===== config.mk =====
export PLATFORM = sky130hd
export DESIGN_NAME = processor_nios2_qsys_0_oci_dct_packer
export DESIGN_NICKNAME = d
export VERILOG_FILES = /design/src/rtl/processor_nios2_qsys_0_oci_dct_packer_pkg.sv /design/src/rtl/processor_nios2_qsys_0_oci_dct_slot.sv /design/src/rtl/processor_nios2_qsys_0_oci_dct_packer.sv
export SDC_FILE = /design/constraint.sdc
export NUM_CORES = 1
export LEC_CHECK = 0
export CORE_MARGIN = 1
export CORE_UTILIZATION = 44
export DETAILED_ROUTE_END_ITERATION = 16
export PLACE_DENSITY = 0.75
export SYNTH_ARGS = -nofsm -noshare
export SYNTH_HDL_FRONTEND = slang
export SYNTH_SLANG_ARGS = --single-unit

===== constraint.sdc =====
create_clock -name clk -period 1.7 [get_ports clk]
set_input_delay 0.34 -clock clk [delete_from_list [all_inputs] [get_ports clk]]
set_output_delay 0.34 -clock clk [all_outputs]
set_load 0.05 [all_outputs]

===== src/rtl/processor_nios2_qsys_0_oci_dct_packer_pkg.sv =====
// Shared constants and state encoding for the OCI DCT packer slice.
// Optional feature macro used by the top: DCT_STALL_CNT_EN.
package processor_nios2_qsys_0_oci_dct_packer_pkg;

    localparam int unsigned DCT_SYM_W = 2;
    localparam int unsigned DCT_DEPTH = 15;
    localparam int unsigned DCT_CNT_W = 4;
    localparam int unsigned DCT_BUF_W = DCT_SYM_W * DCT_DEPTH;
    localparam int unsigned DCT_OUT_W = DCT_CNT_W + DCT_BUF_W;

    // out_data = {count, buffer}
    localparam int unsigned OUT_BUF_LSB = 0;
    localparam int unsigned OUT_BUF_MSB = DCT_BUF_W - 1;
    localparam int unsigned OUT_CNT_LSB = DCT_BUF_W;
    localparam int unsigned OUT_CNT_MSB = DCT_OUT_W - 1;

    typedef enum logic [1:0] {
        StRun   = 2'd0,
        StDrain = 2'd1,
        StEnded = 2'd2
    } dct_state_e;

endpackage


===== src/rtl/processor_nios2_qsys_0_oci_dct_slot.sv =====
// One-entry valid/ready holding register between the packer and trace memory.
// The word stays stable while out_valid && !out_ready.
module processor_nios2_qsys_0_oci_dct_slot
    import processor_nios2_qsys_0_oci_dct_packer_pkg::*;
#(
    parameter int unsigned WIDTH = DCT_OUT_W
) (
    input  logic             clk,
    input  logic             reset_n,
    input  logic             load,
    input  logic [WIDTH-1:0] load_data,
    input  logic             out_ready,
    output logic             out_valid,
    output logic [WIDTH-1:0] out_data,
    output logic             slot_free
);

    logic             r_valid;
    logic [WIDTH-1:0] r_data;

    always_ff @(posedge clk or negedge reset_n) begin
        if (!reset_n) begin
            r_valid <= 1'b0;
            r_data  <= '0;
        end else if (load) begin
            r_valid <= 1'b1;
            r_data  <= load_data;
        end else if (out_ready) begin
            r_valid <= 1'b0;
        end
    end

    assign out_valid = r_valid;
    assign out_data  = r_data;
    assign slot_free = !r_valid || out_ready;

endmodule


===== src/rtl/processor_nios2_qsys_0_oci_dct_packer.sv =====
// OCI DCT trace packer: shifts symbols into a buffer, hands full/flushed words to the slot,
// and runs the test_ending drain sequence. Define DCT_STALL_CNT_EN to add stall_count.
module processor_nios2_qsys_0_oci_dct_packer
    import processor_nios2_qsys_0_oci_dct_packer_pkg::*;
#(
    parameter int unsigned SYM_W = DCT_SYM_W,
    parameter int unsigned DEPTH = DCT_DEPTH,
    parameter int unsigned CNT_W = DCT_CNT_W,
    localparam int unsigned BUF_W = SYM_W * DEPTH
) (
`ifdef DCT_STALL_CNT_EN
    output logic [15:0]            stall_count,
`endif
    input  logic                   clk,
    input  logic                   reset_n,
    input  logic                   tr_valid,
    input  logic [SYM_W-1:0]       tr_data,
    output logic                   tr_ready,
    input  logic                   flush,
    input  logic                   test_ending,
    output logic                   test_has_ended,
    output logic [BUF_W-1:0]       dct_buffer,
    output logic [CNT_W-1:0]       dct_count,
    output logic                   out_valid,
    output logic [CNT_W+BUF_W-1:0] out_data,
    input  logic                   out_ready
);

    dct_state_e       r_state, w_state_nxt;
    logic [BUF_W-1:0] r_buffer, w_buffer_nxt;
    logic [CNT_W-1:0] r_count, w_count_nxt;
    logic             r_flush_pending, w_flush_nxt;
    logic             r_alive;

    logic w_slot_free, w_full, w_has_data, w_accept, w_transfer;

    assign w_full     = (r_count == CNT_W'(DEPTH));
    assign w_has_data = (r_count != '0);
    // r_alive holds intake closed for the first cycle after reset release.
    assign tr_ready   = r_alive && (r_state == StRun) && (!w_full || w_slot_free);
    assign w_accept   = tr_valid && tr_ready;
    assign w_transfer = w_slot_free &&
                        (w_full || ((r_flush_pending || (r_state == StDrain)) && w_has_data));

    always_comb begin
        w_buffer_nxt = r_buffer;
        w_count_nxt  = r_count;
        if (w_transfer) begin
            if (w_accept) begin
                w_buffer_nxt = {{(BUF_W-SYM_W){1'b0}}, tr_data};
                w_count_nxt  = CNT_W'(1);
            end else begin
                w_buffer_nxt = '0;
                w_count_nxt  = '0;
            end
        end else if (w_accept) begin
            w_buffer_nxt = {r_buffer[BUF_W-SYM_W-1:0], tr_data};
            w_count_nxt  = r_count + CNT_W'(1);
        end
    end

    always_comb begin
        w_flush_nxt = r_flush_pending;
        if (w_transfer || !w_has_data) begin
            w_flush_nxt = 1'b0;
        end
        if (flush && (r_state == StRun)) begin
            w_flush_nxt = 1'b1;
        end
    end

    always_comb begin
        w_state_nxt = r_state;
        unique case (r_state)
            StRun:   if (test_ending) w_state_nxt = StDrain;
            StDrain: if (!w_has_data && !out_valid) w_state_nxt = StEnded;
            StEnded: w_state_nxt = StEnded;
            default: w_state_nxt = StRun;
        endcase
    end

    always_ff @(posedge clk or negedge reset_n) begin
        if (!reset_n) begin
            r_state         <= StRun;
            r_buffer        <= '0;
            r_count         <= '0;
            r_flush_pending <= 1'b0;
            r_alive         <= 1'b0;
        end else begin
            r_state         <= w_state_nxt;
            r_buffer        <= w_buffer_nxt;
            r_count         <= w_count_nxt;
            r_flush_pending <= w_flush_nxt;
            r_alive         <= 1'b1;
        end
    end

    processor_nios2_qsys_0_oci_dct_slot #(
        .WIDTH(CNT_W + BUF_W)
    ) u_slot (
        .clk       (clk),
        .reset_n   (reset_n),
        .load      (w_transfer),
        .load_data ({r_count, r_buffer}),
        .out_ready (out_ready),
        .out_valid (out_valid),
        .out_data  (out_data),
        .slot_free (w_slot_free)
    );

    assign dct_buffer     = r_buffer;
    assign dct_count      = r_count;
    assign test_has_ended = (r_state == StEnded);

`ifdef DCT_STALL_CNT_EN
    logic [15:0] r_stall_count;

    always_ff @(posedge clk or negedge reset_n) begin
        if (!reset_n) begin
            r_stall_count <= '0;
        end else if ((r_state == StRun) && tr_valid && !tr_ready &&
                     (r_stall_count != 16'hFFFF)) begin
            r_stall_count <= r_stall_count + 16'd1;
        end
    end

    assign stall_count = r_stall_count;
`endif

endmodule


## Word-level counts from Yosys, hierarchy flattened

Cells that the tools add are included.

| storage, ports and cells | value |
|---|---|
| bits in registers | 73 |
| latch bits | 0 |
| bits in writable memories | 0 |
| bits in read-only memories | 0 |
| input port bits | 8 |
| output and inout port bits | 71 |
| word-level logic and storage cells | 47 |
| memories kept | 0 |

| operators by class | value |
|---|---|
| $add $sub $neg | 1 |
| $mul | 0 |
| div/mod/pow operators | 0 |
| order comparisons | 0 |
| equality and inequality tests | 5 |
| shifts and indexed selects | 0 |
| multiplexer cells | 13 |
| bitwise logic cells | 0 |
| reductions and logical operators | 21 |

Operators with widths:

| kind | count |
|---|---|
| $mux 30 | 2 |
| $mux 4 | 2 |
| $logic_and 1x1->1 | 7 |
| $mux 2 | 3 |
| $pmux 2 s3 | 1 |
| $reduce_bool 2->1 | 3 |
| $logic_or 1x1->1 | 5 |
| $mux 1 | 5 |
| $add 4x1->4 const B | 1 |
| $eq 4x4->1 const B | 1 |
| $reduce_bool 4->1 | 1 |
| $logic_not 1->1 | 3 |
| $eq 2x1->1 const B | 1 |
| $eq 2x2->1 const B | 1 |
| $logic_not 2->1 | 1 |
| $ne 2x1->1 const B | 1 |
| $ne 2x2->1 const B | 1 |
| $reduce_and 2->1 | 1 |

## Logic depth before layout (Yosys ltp)

Gate-level depths: netlist (run 1).

| logic depth | value |
|---|---|
| word-level depth | 8 |
| mapped depth | 8 |
| depth with buffers taken out | 6 |

## Modules after synthesis

From an unflattened synthesis (run 1), not the netlist that was laid out.

| second synthesis, totals | value |
|---|---|
| cell total of the unflattened synthesis | 258 |
| area, all modules | 3,246.9 sq um |

Modules (own cells, without submodules):

| module | instances | cells an instance | area each (sq um) | sequential area each (sq um) |
|---|---|---|---|---|
| processor_nios2_qsys_0_oci_dct_packer | 1 | 183 | 1,795.5 | 950.9 |
| processor_nios2_qsys_0_oci_dct_slot | 1 | 75 | 1,451.4 | 875.8 |

## Worst setup path after synthesis (run 1)

OpenSTA, ideal clock, no wires.

| path | value |
|---|---|
| path type | reg2reg |
| start | register r_count[0] (netlist: dct_count[0]) |
| end | register u_slot.r_data[0] (netlist: u_slot.out_data[0]) |
| library setup time | 0.125 ns |
| arrival | 1.922 ns |
| data required time | 1.575 ns |
| setup slack | -0.347 ns |
| stages on the path, launching flop included | 7 |
| buffers on the path | 1 |
| period minus slack after synthesis | 2.047 ns |
| cells stage by stage | dfrtp_1 inv_1 ha_1 a21oi_2 o211a_4 buf_12 mux2_4 |

| between the ends | value |
|---|---|
| word-level cells in the longest chain between the ends | 4 |
| elaborated cells on any way between the ends | 5 |
| those cells by class | eq/ne: 1; reduce/logical: 4 |

Ends and longest elaborated chain:

| what | line | RTL |
|---|---|---|
| start: declaration | processor_nios2_qsys_0_oci_dct_packer.sv:31 | `logic [CNT_W-1:0] r_count, w_count_nxt;` |
| start signal: assignment | processor_nios2_qsys_0_oci_dct_packer.sv:92 | `r_count <= w_count_nxt;` |
| $reduce_bool 4->1 | processor_nios2_qsys_0_oci_dct_packer.sv:38 | `assign w_has_data = (r_count != '0);` |
| $logic_and 1x1->1 | processor_nios2_qsys_0_oci_dct_packer.sv:43 | `(w_full \|\| ((r_flush_pending \|\| (r_state == StDrain)) && w_has_data));` |
| $logic_or 1x1->1 * | processor_nios2_qsys_0_oci_dct_packer.sv:43 |  |
| $logic_and 1x1->1 * | processor_nios2_qsys_0_oci_dct_packer.sv:42 | `assign w_transfer = w_slot_free &&` |
| end signal: assignment | processor_nios2_qsys_0_oci_dct_slot.sv:27 | `r_data <= load_data;` |
| end: declaration | processor_nios2_qsys_0_oci_dct_slot.sv:19 | `logic [WIDTH-1:0] r_data;` |

Mark *: on every way between the ends. The rest lies on a longest branch, timed or not.
A chain may end at the register's enable or synchronous reset.

## Worst setup path after layout (run 1)

| path | value |
|---|---|
| start | register r_count[2] (netlist: dct_count[2]) |
| end | output port tr_ready |

| between the ends | value |
|---|---|
| word-level cells in the longest chain between the ends | 4 |

Ends and longest elaborated chain:

| what | line | RTL |
|---|---|---|
| $eq 4x4->1 | processor_nios2_qsys_0_oci_dct_packer.sv:37 | `assign w_full = (r_count == CNT_W'(DEPTH));` |
| $logic_not 1->1 | processor_nios2_qsys_0_oci_dct_packer.sv:40 | `assign tr_ready = r_alive && (r_state == StRun) && (!w_full \|\| w_slot_free);` |
| $logic_or 1x1->1 | processor_nios2_qsys_0_oci_dct_packer.sv:40 |  |
| $logic_and 1x1->1 | processor_nios2_qsys_0_oci_dct_packer.sv:40 |  |
| end: declaration | processor_nios2_qsys_0_oci_dct_packer.sv:18 | `output logic tr_ready,` |

Every way passes these cells.

==> results by group, run 1 <==
Status
  • Outcome: finished with violations
  • Failing checks: setup timing

Setup path
  • Crit path capture type: output port
  • CP max stage delay: 0.54 ns
  • Worst path slowest cell: dfrtp_2
  • Critical Path AT: 1.47 ns
  • CP Launch Type: register
  • Crit-path cells: nand2_2, o211a_1, buf_12
  • Data required, critical path: 1.36 ns
  • Crit-path max FO: 11
  • Crit path kind: reg2out

Timing
  • Fin. max-slew vios: 0
  • Final worst-path cycle share: 1.06
  • Setup Viol. Count Final: 36
  • Fmax: 553 MHz
  • Post-route worst setup slack: -0.109 ns
  • Setup_tns: -2.51 ns
  • Final Hold Fails: 0
  • RSZ-0062 raised after global routing: yes
  • Final Skew: 0.0109 ns
  • Minimum clock period: 1.81 ns

Floorplanning
  • FP Rows: 30
  • Core area: 6940 sq um
  • # IOs: 79
  • Die width: 87.7 um
  • Initial Util: 0.465
  • Die Footprint: 7680 sq um
  • Die height: 87.7 um

Hold path
  • Worst min path class: in2async

Routing
  • DR pass1 iterations: 4
  • Starting DRT DRC Count: 129
  • Vias: 2424
  • Vias per cell: 5.12
  • DRC viols: 0
  • Routed WL per cell: 16.0 um
  • DRT antenna net count: 0
  • Detailed Route WL: 7.59 mm

CTS
  • CTS tree: yes
  • Clock buffer depth: 2
  • H-tree depth reported by CTS: 3
  • Root buf cell: clkbuf_8
  • CTS clk-pin slew, worst paths: 0.08 ns
  • Clock latency on the worst-skew pair: 0.35 ns
  • Clk sink count: 73
  • Num CTS Buffers: 9

Power
  • Power share of the sequential group: 0.308
  • Pwr Total: 7.56 mW
  • Int Pwr: 4.39 mW
  • Clk pwr share: 0.154
  • Net Sw Frac: 0.419
  • Switching pwr: 3.17 mW
  • PwrDens: 1640 nW/um^2
  • VDD IR max: 1360 uV
  • Leakage: 2.21 nW
  • Combinational power share: 0.538

Synth
  • Synth Area in Compound Gates: 0.0880
  • Synth Cell Area: 3230 sq um
  • Syn Area/Cell: 12.3 sq um
  • Seq/Total Area, Yosys: 0.566
  • Mux share of post-synthesis cell area: 0.170
  • Yosys warnings: 0
  • Post-Synthesis Cells: 262
  • Synth Register Bits: 73
  • Post-Synth Adder-Cell Area: 0.0233
  • Synth cell count leaders: dfrtp_1 (73), nand2_1 (66), a21oi_1 (33), mux2_4 (33), buf_2 (7)
  • Synth Area in Simple Gates: 0.0961
  • Number of enable flip-flop cells after synthesis: 0
  • Top-count cell post-synth: dfrtp_1
  • Net Count, Synth: 276
  • Largest family of logic cells by synthesized area: multiplexers
  • Ys async rst share: 1.00
  • Synth unique cells: 33
  • Post-Synth XOR/XNOR Area: 0
  • Main synth FF type: dfrtp_1
  • Yosys top cell area share: 0.566
  • Synth top area cells: dfrtp_1 (57%), mux2_4 (15%), nand2_1 (7.7%)
  • Largest area contributor in the netlist: dfrtp_1

GRT
  • First-pass GRT wire length: 11.6 mm
  • Largest net degree at the start of global routing: 46
  • GRT Util Overall: 0.202
  • Number of global-route vias before repair: 2284
  • Antenna violations before repair: 0
  • Gr ovfl total: 0

Final layout
  • Final #Nets: 387
  • Area delta synth->final: 42.8%
  • # fillers: 527
  • Layout cells sized above 1: 0.528
  • Fin cells: 473
  • Ant. Diodes: 0

Placed design
  • Placed instance count: 441
  • Post-DP HPWL: 4.79 mm
  • Routability cong.: 0.772
  • Pre-CTS setup slack: -0.239 ns
  • Port-buffer cells: 78

Run
  • Max-cap violations: 0
## flip-flops by register name (all words and copies together) (netlist names)
name	cells
r_alive	1
u_slot.out_valid	1
r_state	2
dct_buffer	30
u_slot.out_data	34
dct_count	4
r_flush_pending	1
## final cells by class
type	instances	area, sq um	share of cell area
clock buffers	9	124	0.0269
clock inverters	6	36.3	0.00787
inverters	6	32.5	0.00706
multi-input cells	169	1390	0.302
flip-flops and latches	73	1830	0.397
well taps	96	120	0.0261
repair buffers	114	1070	0.233
## power groups by stage
stage / sequential (mW) / clock (mW) / combinational (mW)
floorplan: 3.14 / 0 / 1.49
global placement: 2.37 / 0 / 3.17
detailed placement: 2.37 / 0 / 3.25
CTS: 2.32 / 1.18 / 3.68
global route: 2.36 / 1.26 / 4.27
finish: 2.33 / 1.16 / 4.06
## critical path, delay by kind of cell, from the launching register on
| family | cells | cell delay (ns) |
|---|---|---|
| compound gates | 1 | 0.27 |
| buf+inv | 1 | 0.15 |
| flops | 1 | 0.54 |
| simple gates | 1 | 0.16 |
## repair_timing
action,in CTS,in global routing
pin swaps,2,2
hold buffers,1,0
endpoints found under the hold margin,28,0
setup endpoints to repair,65,70
gates cloned,1,3
buffers inserted,10,2
gates resized for setup,26,20
## cell usage in the layout (no fill, tap or decap), types with 3 or more instances in the layout
cell type / count
clkdlybuf4s50_1: 6
mux2_4: 34
buf_12: 9
clkbuf_8: 9
a21oi_2: 17
o21ai_0: 3
a21oi_1: 16
clkinv_2: 4
buf_6: 9
ha_4: 4
nand2_1: 64
dfrtp_1: 69
buf_4: 86
dfrtp_2: 4
## stage by stage
step	instance area (sq um)	util	hold slack, ns
6_report	4610	0.664	0.456
5_1_grt	4610	0.664	0.510
4_1_cts	4450	0.640	0.472
3_5_place_dp	4090	0.589	0.304
3_3_place_gp	4090	0.589	0.299
2_1_floorplan	3260	-	0.0444
## worst paths after layout
path	start	endpoint	slack, ns	cells after the start
max in group asynchronous	reset_n	dct_buffer[15]	0.67	3
hold / removal	reset_n	u_slot.out_data[2]	0.46	2
setup / recovery	dct_count[2]	tr_ready	-0.11	3
setup reg to reg	r_state[0]	u_slot.out_data[4]	-0.10	7
min in group clk	u_slot.out_data[18]	u_slot.out_data[18]	0.51	1
hold reg to reg	u_slot.out_data[18]	u_slot.out_data[18]	0.51	1
## routing by layer
layer  part of all wire  global-route usage
met1               0.43               0.283
met2               0.50               0.312
met3              0.049              0.0311
met4              0.018              0.0939
met5                  0                   0
## logic make-up (layout without fill, tap and decap cells)
kind of cell,after synthesis,in the layout
compound gates,46,47
fa+ha+maj,6,6
buf+inv,21,135
flops,73,73
mux,38,38
other cells,1,1
simple gates,77,77
No activity file was read; power rests on OpenSTA's default activity.
==> inputs of run 2 (changes only) <==
--- a/config.mk
+++ b/config.mk
@@ -5,7 +5,7 @@
 export SDC_FILE = /design/constraint.sdc
 export NUM_CORES = 1
 export LEC_CHECK = 0
-export CORE_MARGIN = 1
+export CORE_MARGIN = 2
 export CORE_UTILIZATION = 44
 export DETAILED_ROUTE_END_ITERATION = 16
 export PLACE_DENSITY = 0.75
==> run 2 against run 1 <==
  * The flow still finishes with violations (setup timing)
  * Highest routed layer unchanged
  * Setup slack improved by 0.0086 ns
  * Global-route usage fell by 2.0 points
  * Final cell count fell by 0.63%
  * Sequential share of layout area rose by 0.55 points
  * Utilization fell by 3.0 points
==> results by group, run 2 (synthesis results as in run 1) <==
Timing
  • Fin. max-slew vios: 0
  • RSZ-0062 raised after global routing: yes
  • Final worst-path cycle share: 1.06
  • Post-route worst setup slack: -0.101 ns
  • Final Hold Fails: 0
  • Fmax: 555 MHz
  • Final Skew: 0.00787 ns
  • Minimum clock period: 1.80 ns
  • Hold_ws: 0.450 ns
  • Setup Viol. Count Final: 38

Placed design
  • Placed instance area: 4080 sq um
  • Post-DP HPWL: 4.50 mm
  • Port-buffer cells: 78
  • Routability cong.: 0.731

Power
  • VDD IR max: 1190 uV
  • Leakage: 2.20 nW
  • PwrDens: 1670 nW/um^2

GRT
  • Antenna violations before repair: 0
  • GRT Util Overall: 0.182
  • Gr ovfl total: 0
  • Largest net degree at the start of global routing: 47
  • Number of global-route vias before repair: 2182
  • First-pass GRT wire length: 11.0 mm

Final layout
  • Layout cells sized above 1: 0.474
  • Largest register FFs: 34
  • Design Area, Final: 4550 sq um
  • Most common cell after layout, fill and taps aside: buf_4
  • Core Util, Final: 0.634
  • Commonest cells after routing, fill and taps aside: buf_4 (82), dfrtp_1 (69), nand2_1 (65)
  • Final #Nets: 380
  • Area delta synth->final: 40.9%
  • Ant. Diodes: 0

Setup path
  • CP Launch Type: register
  • Crit-path cells: buf_6, inv_4, ha_4, buf_6, o211a_1, buf_12
  • Crit path capture type: output port
  • Most frequent CP cell: buf_6
  • CP max stage delay: 0.39 ns
  • Crit path kind: reg2out
  • RR Startpoint: r_state[0]
  • R2r setup slk: -0.06 ns
  • Cell depth of the worst flop-to-flop path: 7
  • Crit path launch: r_state[0]
  • Worst R2R End: dct_count[0]
  • Worst path slowest cell: dfrtp_1
  • Critical Path AT: 1.46 ns
  • Crit-path max FO: 2
  • Data required, critical path: 1.36 ns
  • Crit path capture: tr_ready

Floorplanning
  • Die Footprint: 8040 sq um
  • Die height: 89.7 um
  • Die width: 89.7 um
  • Core area: 7180 sq um
  • # IOs: 79
  • Initial Util: 0.450
  • FP Rows: 31

Hold path
  • Worst min path class: in2async

Routing
  • DR pass1 iterations: 5
  • Vias per cell: 4.90
  • Routed WL per cell: 15.1 um
  • DRT antenna net count: 0
  • Detailed Route WL: 7.09 mm
  • DRC viols: 0
  • Starting DRT DRC Count: 93
  • Vias: 2303

Status
  • Failing checks: setup timing
  • Outcome: finished with violations

CTS
  • H-tree depth reported by CTS: 3
  • CTS clk-pin slew, worst paths: 0.08 ns
  • Clock buffer depth: 2
  • Clock latency on the worst-skew pair: 0.35 ns
  • Num CTS Buffers: 9
  • Clk sink count: 73
  • CTS tree: yes
  • Root buf cell: clkbuf_8

Run
  • Max-cap violations: 0
run 2: repair_timing:
action                                  4_1_cts  5_1_grt
endpoints found under the hold margin        27        0
pin swaps                                     2        4
hold buffers                                  1        0
resized for setup                            15        9
cloned                                        1        2
buffers inserted                              6        4
endpoints found under the setup margin       36       63
run 2: final cells by class:
| cell class | count | area (sq um) |
|---|---|---|
| clock buffer | 10 | 128 |
| tap | 99 | 124 |
| timing repair buffer | 108 | 1030 |
| fill | 585 | 2630 |
| multi-input combinational | 168 | 1310 |
| clock inverter | 6 | 91.3 |
| sequential | 73 | 1830 |
| inverter | 6 | 27.5 |
run 2: how the worst min path moves through the flow:
stage	endpoint	slack, ns	depth (start not counted)
after floorplan	dct_buffer[0]	0.04	0
after global placement	u_slot.out_data[8]	0.28	1
after detailed placement	u_slot.out_data[8]	0.29	1
after CTS	u_slot.out_data[8]	0.47	2
after global routing	u_slot.out_data[8]	0.48	2
final	u_slot.out_data[9]	0.45	2
run 2: power by group:
group	switching [mW]	internal (mW)
combinational	2.08	1.69
sequential	0.293	2.03
clock	0.672	0.831
run 2: metal layers:
| metal | GRT usage | vias up | share of wire |
|---|---|---|---|
| met2 | 0.286 | 67 | 0.50 |
| met5 | 0 | - | 0 |
| met3 | 0.0329 | 13 | 0.044 |
| met1 | 0.246 | 1130 | 0.44 |
| met4 | 0.0868 | 0 | 0.017 |
| li1 | - | 1093 | - |
run 2: through the flow:
step                setup WS, ns  power, mW  TNS [ns]  std cells
CTS                       -0.101       7.35    -0.877        465
finish                    -0.101       7.60     -1.25        470
global route              -0.152       7.95     -3.97        470
floorplan                -0.0654       4.62     -2.12        262
global placement          -0.183       5.52     -8.64        441
detailed placement        -0.194       5.58     -8.82        441
run 2: worst max-delay path: cells and delay by family, from the launching register on:
family / cells / cell delay [ns]
compound gates: 1 / 0.18
fa+ha+maj: 1 / 0.13
buf+inv: 4 / 0.40
flops: 1 / 0.39
